[src/rtl/fetch_pkg.sv]
// Shared types and constants for the instruction fetch unit.
package fetch_pkg;

  localparam int          XLEN = 32;
  localparam logic [31:0] NOP  = 32'h0000_0013;

  typedef enum logic [1:0] {
    ST_REQ,
    ST_WAIT,
    ST_HOLD
  } fetch_state_e;

  typedef struct packed {
    logic            valid;
    logic [31:0]     inst;
    logic [XLEN-1:0] pc;
  } fetch_lane_t;

  localparam fetch_lane_t EMPTY_LANE = '{valid: 1'b0, inst: NOP, pc: '0};

endpackage

[src/rtl/fetch_align.sv]
// Splits a fetched doubleword into instruction lanes and computes the following PC.
module fetch_align import fetch_pkg::*; #(
  parameter int FETCH_WIDTH = 2
) (
  input  logic [XLEN-1:0]                i_pc,
  input  logic [63:0]                    i_data,
  output fetch_lane_t [FETCH_WIDTH-1:0]  o_lanes,
  output logic [XLEN-1:0]                o_next_pc
);

  if (FETCH_WIDTH == 2) begin : g_dual
    // An odd-word PC only has one instruction left in the doubleword.
    always_comb begin
      o_lanes[0].valid = 1'b1;
      o_lanes[0].inst  = i_pc[2] ? i_data[63:32] : i_data[31:0];
      o_lanes[0].pc    = i_pc;
      if (i_pc[2]) begin
        o_lanes[1] = EMPTY_LANE;
        o_next_pc  = i_pc + XLEN'(4);
      end else begin
        o_lanes[1].valid = 1'b1;
        o_lanes[1].inst  = i_data[63:32];
        o_lanes[1].pc    = i_pc + XLEN'(4);
        o_next_pc        = i_pc + XLEN'(8);
      end
    end
  end else begin : g_single
    always_comb begin
      o_lanes[0].valid = 1'b1;
      o_lanes[0].inst  = i_pc[2] ? i_data[63:32] : i_data[31:0];
      o_lanes[0].pc    = i_pc;
      o_next_pc        = i_pc + XLEN'(4);
    end
  end

endmodule

[src/rtl/fetch_unit.sv]
// Instruction fetch: one outstanding doubleword read, aligned into a bundle that is
// held until the consumer takes it; redirects squash everything in flight.
module fetch_unit import fetch_pkg::*; #(
  parameter int              XLEN        = 32,
  parameter int              FETCH_WIDTH = 2,
  parameter logic [XLEN-1:0] RESET_PC    = '0
) (
  input  logic                        clock,
  input  logic                        reset,
  input  logic                        i_redirect_valid,
  input  logic [XLEN-1:0]             i_redirect_pc,
  input  logic                        i_stall,
  output logic                        o_mem_req_valid,
  output logic [XLEN-1:0]             o_mem_req_addr,
  input  logic                        i_mem_req_ready,
  input  logic                        i_mem_rsp_valid,
  input  logic [63:0]                 i_mem_rsp_data,
  output logic [FETCH_WIDTH-1:0]      o_out_valid,
  output logic [FETCH_WIDTH*32-1:0]   o_out_inst,
  output logic [FETCH_WIDTH*XLEN-1:0] o_out_pc,
  input  logic                        i_out_ready
);

  localparam fetch_lane_t [FETCH_WIDTH-1:0] NO_LANES = {FETCH_WIDTH{EMPTY_LANE}};

  fetch_state_e                  r_state, w_state_n;
  logic [XLEN-1:0]               r_pc, w_pc_n, r_next_pc, w_next_pc_n, w_align_next;
  logic                          r_drop, w_drop_n, w_req_fire, w_xfer;
  fetch_lane_t [FETCH_WIDTH-1:0] r_lanes, w_lanes_n, w_align_lanes;

  fetch_align #(.FETCH_WIDTH(FETCH_WIDTH)) u_align (
    .i_pc      (r_pc),
    .i_data    (i_mem_rsp_data),
    .o_lanes   (w_align_lanes),
    .o_next_pc (w_align_next)
  );

  // A pending drop means a stale response is still coming; hold off new requests.
  assign o_mem_req_valid = (r_state == ST_REQ) && !i_stall && !i_redirect_valid &&
                           !r_drop && !reset;
  assign o_mem_req_addr  = {r_pc[XLEN-1:3], 3'b000};
  assign w_req_fire      = o_mem_req_valid && i_mem_req_ready;
  assign w_xfer          = (r_state == ST_HOLD) && i_out_ready && (|o_out_valid);

  always_comb begin
    w_state_n   = r_state;
    w_pc_n      = r_pc;
    w_next_pc_n = r_next_pc;
    w_lanes_n   = r_lanes;
    w_drop_n    = r_drop && !i_mem_rsp_valid;
    if (i_redirect_valid) begin
      w_state_n = ST_REQ;
      w_pc_n    = i_redirect_pc;
      w_lanes_n = NO_LANES;
      if ((r_state == ST_WAIT) && !i_mem_rsp_valid) begin
        w_drop_n = 1'b1;
      end
    end else begin
      case (r_state)
        ST_REQ: begin
          if (w_req_fire) begin
            w_state_n = ST_WAIT;
          end
        end
        ST_WAIT: begin
          if (i_mem_rsp_valid) begin
            w_state_n   = ST_HOLD;
            w_lanes_n   = w_align_lanes;
            w_next_pc_n = w_align_next;
          end
        end
        ST_HOLD: begin
          if (w_xfer) begin
            w_state_n = ST_REQ;
            w_pc_n    = r_next_pc;
            w_lanes_n = NO_LANES;
          end
        end
        default: w_state_n = ST_REQ;
      endcase
    end
  end

  always_ff @(posedge clock) begin
    if (reset) begin
      r_state   <= ST_REQ;
      r_pc      <= RESET_PC;
      r_next_pc <= RESET_PC;
      r_drop    <= 1'b0;
      r_lanes   <= NO_LANES;
    end else begin
      r_state   <= w_state_n;
      r_pc      <= w_pc_n;
      r_next_pc <= w_next_pc_n;
      r_drop    <= w_drop_n;
      r_lanes   <= w_lanes_n;
    end
  end

  for (genvar i = 0; i < FETCH_WIDTH; i++) begin : g_out
    assign o_out_valid[i]             = r_lanes[i].valid;
    assign o_out_inst[i*32 +: 32]     = r_lanes[i].inst;
    assign o_out_pc[i*XLEN +: XLEN]   = r_lanes[i].pc;
  end

endmodule

[config.mk]
export PLATFORM = sky130hd
export DESIGN_NAME = fetch_unit
export DESIGN_NICKNAME = d
export VERILOG_FILES = /design/src/rtl/fetch_pkg.sv /design/src/rtl/fetch_align.sv /design/src/rtl/fetch_unit.sv
export SDC_FILE = /design/constraint.sdc
export NUM_CORES = 1
export LEC_CHECK = 0
export BUFFER_PORTS_ARGS = -buffer_cell sky130_fd_sc_hd__clkbuf_2
export CAP_MARGIN = 20
export CORE_UTILIZATION = 45
export CTS_CLUSTER_DIAMETER = 200
export CTS_CLUSTER_SIZE = 12
export DETAILED_ROUTE_END_ITERATION = 16
export PLACE_DENSITY = 0.76
export SETUP_SLACK_MARGIN = 0.05
export SYNTH_ARGS = -nofsm -noshare
export SYNTH_HDL_FRONTEND = slang
export SYNTH_SLANG_ARGS = --single-unit
[constraint.sdc]
create_clock -name clock -period 5.7 [get_ports clock]
set_input_delay 0.855 -clock clock [delete_from_list [all_inputs] [get_ports clock]]
set_output_delay 0.855 -clock clock [all_outputs]
set_load 0.1 [all_outputs]
Yosys cells after proc, flatten, opt, wreduce, memory -nomap -nowiden
Index checks and enable logic that the tools add are counted.

Bits in registers: 197. Latch bits: 0. RAM bits: 0. ROM bits: 0. Output and inout bits: 163. Logic and storage cells: 57. Memories: 0.

Add/subtract/negate cells: 2. Multiply operators: 0. Div/mod/pow operators: 0. Magnitude comparators: 0. Eq/ne operators: 5. Shifts and indexed selects: 0. Multiplexer cells: 15. Bitwise operators: 1. Reductions and logical operators: 24.

Operators by type and width (count): $mux 130 (2); $pmux 130 s2 (1); $mux 32 (5); $mux 65 (1); $add 32x3->32 const B (1); $add 32x4->32 const B (1); $logic_and 1x1->1 (9); $reduce_and 3->1 (3); $mux 2 (3); $ne 2x2->1 const B (3); $pmux 2 s3 (1); $reduce_bool 2->1 (3); $logic_not 1->1 (5); $reduce_or 2->1 (2); $eq 2x1->1 const B (1); $eq 2x2->1 const B (1); $logic_not 2->1 (1); $mux 1 (2); $reduce_and 2->1 (1); $not 1->1 (1).

Depth between registers and ports, before layout
Gate-level depths: netlist (run 1).

Depth after elaboration: 8. Depth in mapped cells: 7.

Cells and area by module
A second synthesis (run 1) with hierarchy kept.

Cells, all modules: 1160. Area, all modules: 9825.7 sq um.

Modules (own cells, without submodules): fetch_unit (instances 1, cells each 939, area an instance 8214.1 sq um, sequential area each 3943.8 sq um); fetch_align (instances 1, cells each 221, area an instance 1611.5 sq um, sequential area each 0.0 sq um).

Worst setup path before layout (run 1)
OpenSTA, ideal clock, no wires.

Path type: in2out. Start point: in i_redirect_valid. End point: out o_mem_req_valid. Data arrival time: 2.611 ns. Data required time: 4.845 ns. Slack: 2.234 ns. Stages: 3. Buffers on the path: 1. Path through: or2_2 > clkbuf_1 > nor2_1.

Cells in the longest elaborated chain, start to end: 4.

RTL lines: start: declaration (RTL line fetch_unit.sv:10) `input logic i_redirect_valid,`; $logic_not 1->1 (RTL line fetch_unit.sv:39) `assign o_mem_req_valid = (r_state == ST_REQ) && !i_stall && !i_redirect_valid &&`; $logic_and 1x1->1 (2 in a row) (RTL line fetch_unit.sv:39); $logic_and 1x1->1 (RTL line fetch_unit.sv:40) `!r_drop && !reset;`; end: declaration (RTL line fetch_unit.sv:13) `output logic o_mem_req_valid,`.

Every way passes these cells.

Worst setup path after layout (run 1)
Ends and elaborated chain as after synthesis.

==> results.yml, run 1 <==
drt:
  drt-total-wl_mm: 23.0
  vias: 7663
  wire_per_inst_um: 16.8
  drc: 0
  drtIter0Drc: 511
  viasPerCell: 5.60
  final_antenna_net_count: 0
  dr.pass1.iters: 6
placement:
  routabilityCongestion: 0.763
  hpwlAfterDp_mm: 15.0
  preCtsSetupSlack_ns: 2.50
  portBuffers: 262
synthesis:
  syn_area_um2: 8240
  synth-seq-area-share: 0.474
  syn_area_per_cell_um2: 8.62
  ys_ff_latch: 195
  ys_types: 50
  yosys_warnings: 0
  synthCells: 956
  postSynth.asyncResetShare: 0
  synth_edf_count: 0
  ys.flop_type: "dfxtp_1"
layout:
  n_antenna_cell: 0
  nets: 1231
  drive_above_1_share: 0.279
  layout_common_cells: "262 x clkbuf_2, 194 x dfxtp_1, 187 x nor2_1, 60 x a22oi_1, 60 x mux2i_1"
  final_common_cell: "clkbuf_2"
  area_growth_pct: 20.7
worst_setup_path:
  critical-path-max-stage-delay_ns: 0.48
  r2r-end: "o_out_inst[54]$_SDFFE_PP0P_"
  endpoint_kind: "output port"
  start_kind: "primary input"
  reg2reg_slack_ns: 2.99
  crit_chain: "clkbuf_2, or2_4, nor2_1, clkbuf_2"
  worstPathRequired_ns: 4.85
  cp.arrival_ns: 2.12
  crit_type: "in2out"
  cp_slowest_cell: "clkbuf_2"
  crit_fanout: 29
  reg2reg_depth: 5
  rr_startpoint: "r_state[1]$_SDFFE_PP0P_"
  crit_top_cell: "clkbuf_2"
clock_tree:
  cts_tree: "done"
  clockRootBuffer: "clkbuf_16"
  htreeDepth: 4
  clk_latency_ns: 0.43
  cts_buffers: 17
  clock-sinks: 195
  cts.clk_slew.worst_paths_ns: 0.07
  clock_path_buffers: 2
  ctsHoldBuffers: 0
  post_cts_resized: 0
  post-cts-setup-buffer-count: 0
grt:
  track_usage: 0.234
  grt_pass1_wl_mm: 34.3
  antenna_found_initial: 0
  grt_max_degree: 99
  overflow: 0
  grt_pass1_vias: 6440
timing:
  max_freq_mhz: 336
  setup_violations: 0
  rsz0062_at_grt: "no"
  fin_crit_sh: 0.523
  finalWorstSetupSlack_ns: 2.72
  tightestPinTransition_ns: 1.14
  clock_skew_ns: 0.00939
  setup-tns-final_ns: 0
  finalHoldViolCount: 0
  slew_violations: 0
  slew_headroom: 0.240
  min_period_ns: 2.98
hold_path:
  hold_start: "r_next_pc[4]$_SDFFE_PP0P_"
  min_path_type: "reg2reg"
  min_to: "r_next_pc[4]$_SDFFE_PP0P_"
  holdPathStages: 2
die:
  core_area_um2: 18000
  dieHeight_um: 137
  die_x_um: 137
  rows: 49
  num_io_pins: 266
  start_util: 0.459
  dieArea_um2: 18900
power:
  ir_worst_vdd_uv: 213
  pwr_density_cell_nw_per_um2: 289
  p_leak_nw: 4.11
run_status:
  status: "completed"
flow_run:
  maxCapViolCount: 0
[state kept, by name (all words and copies together) (netlist names)]
register,flops
o_out_pc,64
r_drop,1
o_out_valid,1
r_next_pc,31
r_state,2
o_out_inst,64
r_pc,32
[how the worst max path moves through the flow]
stage,end,depth (start not counted),startpoint
after floorplan,o_mem_req_valid,3,i_redirect_valid
after global placement,o_out_inst[50]$_SDFFE_PP0P_,6,i_mem_rsp_valid
after detailed placement,o_out_inst[54]$_SDFFE_PP0P_,6,i_mem_rsp_valid
after CTS,o_mem_req_valid,4,i_redirect_valid
after global routing,o_mem_req_valid,4,i_redirect_valid
final,o_mem_req_valid,4,i_redirect_valid
[cell families after synthesis]
family | Yosys count | synth area share
AO/OA/AOI/OAI | 205 | 0.169
XOR/XNOR | 12 | 0.0128
adder cells (fa/ha/maj) | 1 | 0.00152
buffers and inverters | 124 | 0.0739
flip-flops | 195 | 0.474
multiplexers | 63 | 0.0770
other | 1 | 0.000455
AND/OR/NAND/NOR | 355 | 0.192
[final cells by class]
cell class	count	area, um2
inverters	4	15.0
fillers	1641	8020
well taps	229	287
clock buffers	17	425
clock inverters	15	151
multi-input cells	639	3780
repair buffers	270	1380
flip-flops and latches	195	3910
[metrics by stage]
step	utilization	power (mW)	std cells	hold slack (ns)	area, um2
final	0.554	2.88	1369	0.456	9950
after global routing	0.554	2.98	1369	0.491	9950
after CTS	0.553	2.89	1368	0.457	9930
after detailed placement	0.521	1.73	1336	0.447	9350
after global placement	0.521	1.73	1336	0.441	9350
after floorplan	-	1.66	958	0.436	8250
[cell usage after synthesis (all sizes together), types with 7 or more instances]
cell type    n  share of area
a211oi      44          0.040
a21oi       41          0.025
a22oi       60          0.055
a311oi      11          0.012
a31oi       30          0.023
and4         7         0.0076
buf         56          0.043
clkbuf      64          0.029
dfxtp      195           0.47
mux2i       60          0.073
nand2       59          0.027
nand3       53          0.032
nand4        8         0.0068
nor2       188          0.086
nor3         8         0.0049
nor4         9         0.0076
o21ai        9         0.0055
[power breakdown]
group,total [mW],switching [mW],internal (mW)
Clock,1.18,0.560,0.616
Combinational,0.275,0.203,0.0721
Sequential,1.42,0.0457,1.38
Total,2.88,0.809,2.07
[worst max-delay path, delay by kind of cell]
family	cells	cell delay [ns]
buf+inv	2	0.65
simple gates	2	0.62
[per-layer routing]
metal	track usage	part of all wire	up-vias
met2	0.386	0.48	262
met4	0.0678	0.015	0
met3	0.0511	0.061	32
met1	0.304	0.44	3670
met5	0	0	-
li1	-	-	3699
(Power assumes the default switching activity.)
==> run 2: changes to the inputs <==
--- a/config.mk
+++ b/config.mk
@@ -5,6 +5,7 @@
 export SDC_FILE = /design/constraint.sdc
 export NUM_CORES = 1
 export LEC_CHECK = 0
+export ABC_AREA = 1
 export BUFFER_PORTS_ARGS = -buffer_cell sky130_fd_sc_hd__clkbuf_2
 export CAP_MARGIN = 20
 export CORE_UTILIZATION = 45
==> constraint.sdc (replaced) <==
create_clock -name clock -period 3.01 [get_ports clock]
set_input_delay 0.4515 -clock clock [delete_from_list [all_inputs] [get_ports clock]]
set_output_delay 0.4515 -clock clock [all_outputs]
set_load 0.1 [all_outputs]
==> results.yml, run 2 <==
timing:
  min_period_ns: 2.16
  slew_headroom: 0.573
  rsz0062_at_grt: "no"
  setup_violations: 0
  max_freq_mhz: 463
  fin_crit_sh: 0.717
  setup-tns-final_ns: 0
  finalHoldViolCount: 0
  tightestPinTransition_ns: 0.639
  clock_skew_ns: 0.00855
  slew_violations: 0
  whs_ns: 0.264
flow_run:
  maxCapViolCount: 0
hold_path:
  holdPathStages: 3
  min_path_type: "in2reg"
worst_setup_path:
  start_kind: "flop"
  endpoint_kind: "flop"
  rr_startpoint: "r_state[1]$_SDFFE_PP0P_"
  crit_end: "o_out_inst[18]$_SDFFE_PP0P_"
  r2r-end: "o_out_inst[18]$_SDFFE_PP0P_"
  reg2reg_depth: 8
  reg2reg_slack_ns: 0.85
  crit_fanout: 48
  crit_type: "reg2reg"
  worstSetupStartpoint: "r_state[1]$_SDFFE_PP0P_"
  worstPathRequired_ns: 3.29
  cp.arrival_ns: 2.44
drt:
  wire_per_inst_um: 15.4
  dr.pass1.iters: 5
  drc: 0
  vias: 8272
  final_antenna_net_count: 0
  viasPerCell: 5.19
  drtIter0Drc: 700
  drt-total-wl_mm: 24.6
synthesis:
  synth_compound_area_frac: 0.160
  synthCells: 1157
  postSynth.asyncResetShare: 0
  yosysTopAreaCellShare: 0.469
  synth-simple-area-share: 0.256
  synth_edf_count: 0
  synthAdderAreaFrac: 0.00150
  yosysMostFrequentCell: "nand2_1"
  synth-xor-area-share: 0.0116
  yosys_warnings: 0
  ys_ff_latch: 195
  synth_area_leaders: "dfxtp_1 47%, nand2_1 19%, a21oi_1 7.8%"
  yosysTopAreaCell: "dfxtp_1"
  synth_top_family_by_area: "simple AND/OR/NAND/NOR gates"
  syn_area_um2: 8330
  synth-seq-area-share: 0.469
  synth_common_cells: "418 x nand2_1, 195 x dfxtp_1, 129 x a21oi_1, 65 x nor2_1, 61 x o21ai_0"
  ys_types: 32
  ys.flop_type: "dfxtp_1"
  syn_area_per_cell_um2: 7.20
  synth_mux_area_frac: 0
clock_tree:
  htreeDepth: 4
  clock-sinks: 195
  clock_path_buffers: 2
  ctsHoldBuffers: 0
  cts.clk_slew.worst_paths_ns: 0.07
  post-cts-setup-buffer-count: 0
  clk_latency_ns: 0.43
  cts_tree: "done"
  post_cts_resized: 0
  cts_buffers: 17
  clockRootBuffer: "clkbuf_16"
layout:
  n_antenna_cell: 0
  num-fill-cells: 1788
  nets: 1458
  area_growth_pct: 20.9
  utilization: 0.559
  layout_common_cells: "418 x nand2_1, 261 x clkbuf_2, 195 x dfxtp_1, 129 x a21oi_1, 64 x nor2_1"
  final_common_cell: "nand2_1"
  fin_cells: 1595
  drive_above_1_share: 0.235
placement:
  place_inst: 1564
  portBuffers: 262
  routabilityCongestion: 0.875
  hpwlAfterDp_mm: 17.2
grt:
  grt_max_degree: 126
  grt_pass1_vias: 7269
  track_usage: 0.254
  grt_pass1_wl_mm: 38.9
  overflow: 0
  antenna_found_initial: 0
power:
  p_leak_nw: 4.08
  ir_worst_vdd_uv: 413
  pwr_density_cell_nw_per_um2: 540
die:
  die_x_um: 138
  num_io_pins: 266
  dieArea_um2: 19100
  start_util: 0.462
  dieHeight_um: 138
  core_area_um2: 18000
  rows: 49
run_status:
  status: "completed"
[run 2: cell count changes in the layout (fill, tap and decap cells not counted), moves of 16 or more]
cell / before / now
mux2i_1: 60 / 0
nand2_1: 58 / 418
inv_1: 3 / 58
a21oi_1: 40 / 129
a31oi_1: 30 / 52
nor2_1: 187 / 64
nand3_1: 53 / 37
a22oi_1: 60 / 0
o21ai_0: 9 / 61
a211oi_1: 44 / 0
[run 2: how the worst min path moves through the flow]
stage	end	startpoint	slack [ns]
floorplan	r_next_pc[1]$_SDFFE_PP0P_	r_next_pc[1]$_SDFFE_PP0P_	0.44
CTS	r_pc[13]$_SDFFE_PP0P_	i_redirect_pc[13]	0.25
detailed placement	o_out_inst[56]$_SDFFE_PP0P_	o_out_inst[56]$_SDFFE_PP0P_	0.45
global route	r_pc[13]$_SDFFE_PP0P_	i_redirect_pc[13]	0.26
finish	r_pc[13]$_SDFFE_PP0P_	i_redirect_pc[13]	0.26
global placement	o_out_inst[55]$_SDFFE_PP0P_	o_out_inst[55]$_SDFFE_PP0P_	0.45
[run 2: logic make-up after synthesis]
family / after synthesis
AO/OA/AOI/OAI: 250
XOR/XNOR: 11
adder cells (fa/ha/maj): 1
buffers and inverters: 164
flip-flops: 195
other: 1
AND/OR/NAND/NOR: 535
[run 2: final cells by class]
cell class	instances	area, um2	area share
flip-flops and latches	195	3900	0.388
clock buffers	20	447	0.0443
clock inverters	11	129	0.0128
well taps	229	287	0.0284
repair buffers	276	1470	0.146
inverters	64	244	0.0242
multi-input cells	800	3590	0.357
[run 2: where the power goes]
| group | switching [mW] | total, mW | internal [mW] |
|---|---|---|---|
| sequential | 0.0716 | 2.68 | 2.61 |
| combinational | 0.385 | 0.501 | 0.116 |
| clock | 1.00 | 2.25 | 1.25 |
[run 2: layer usage]
layer | part of all wire | global-route usage | vias up
li1 | - | - | 4109
met1 | 0.42 | 0.329 | 3779
met2 | 0.48 | 0.422 | 351
met3 | 0.068 | 0.0426 | 33
met4 | 0.027 | 0.103 | 0
met5 | 0 | 0 | -
[run 2: metrics by stage]
| step | cell area (um2) | setup slack, ns | power, mW |
|---|---|---|---|
| final | 10100 | 0.850 | 5.44 |
| after global routing | 10100 | 0.633 | 5.61 |
| after CTS | 10100 | 0.851 | 5.48 |
| after detailed placement | 9500 | 0.855 | 3.24 |
| after global placement | 9500 | 0.912 | 3.24 |
| after floorplan | 8340 | 0.388 | 3.10 |
[run 2: critical path, cell delays in order, from the launching register on]
cell,delay (ns)
dfxtp_1,0.37
inv_1,0.10
nor2_4,0.13
nand3_4,0.12
nand2_4,0.14
clkinv_2,0.46
buf_4,0.49
nand2_1,0.11
a31oi_1,0.08
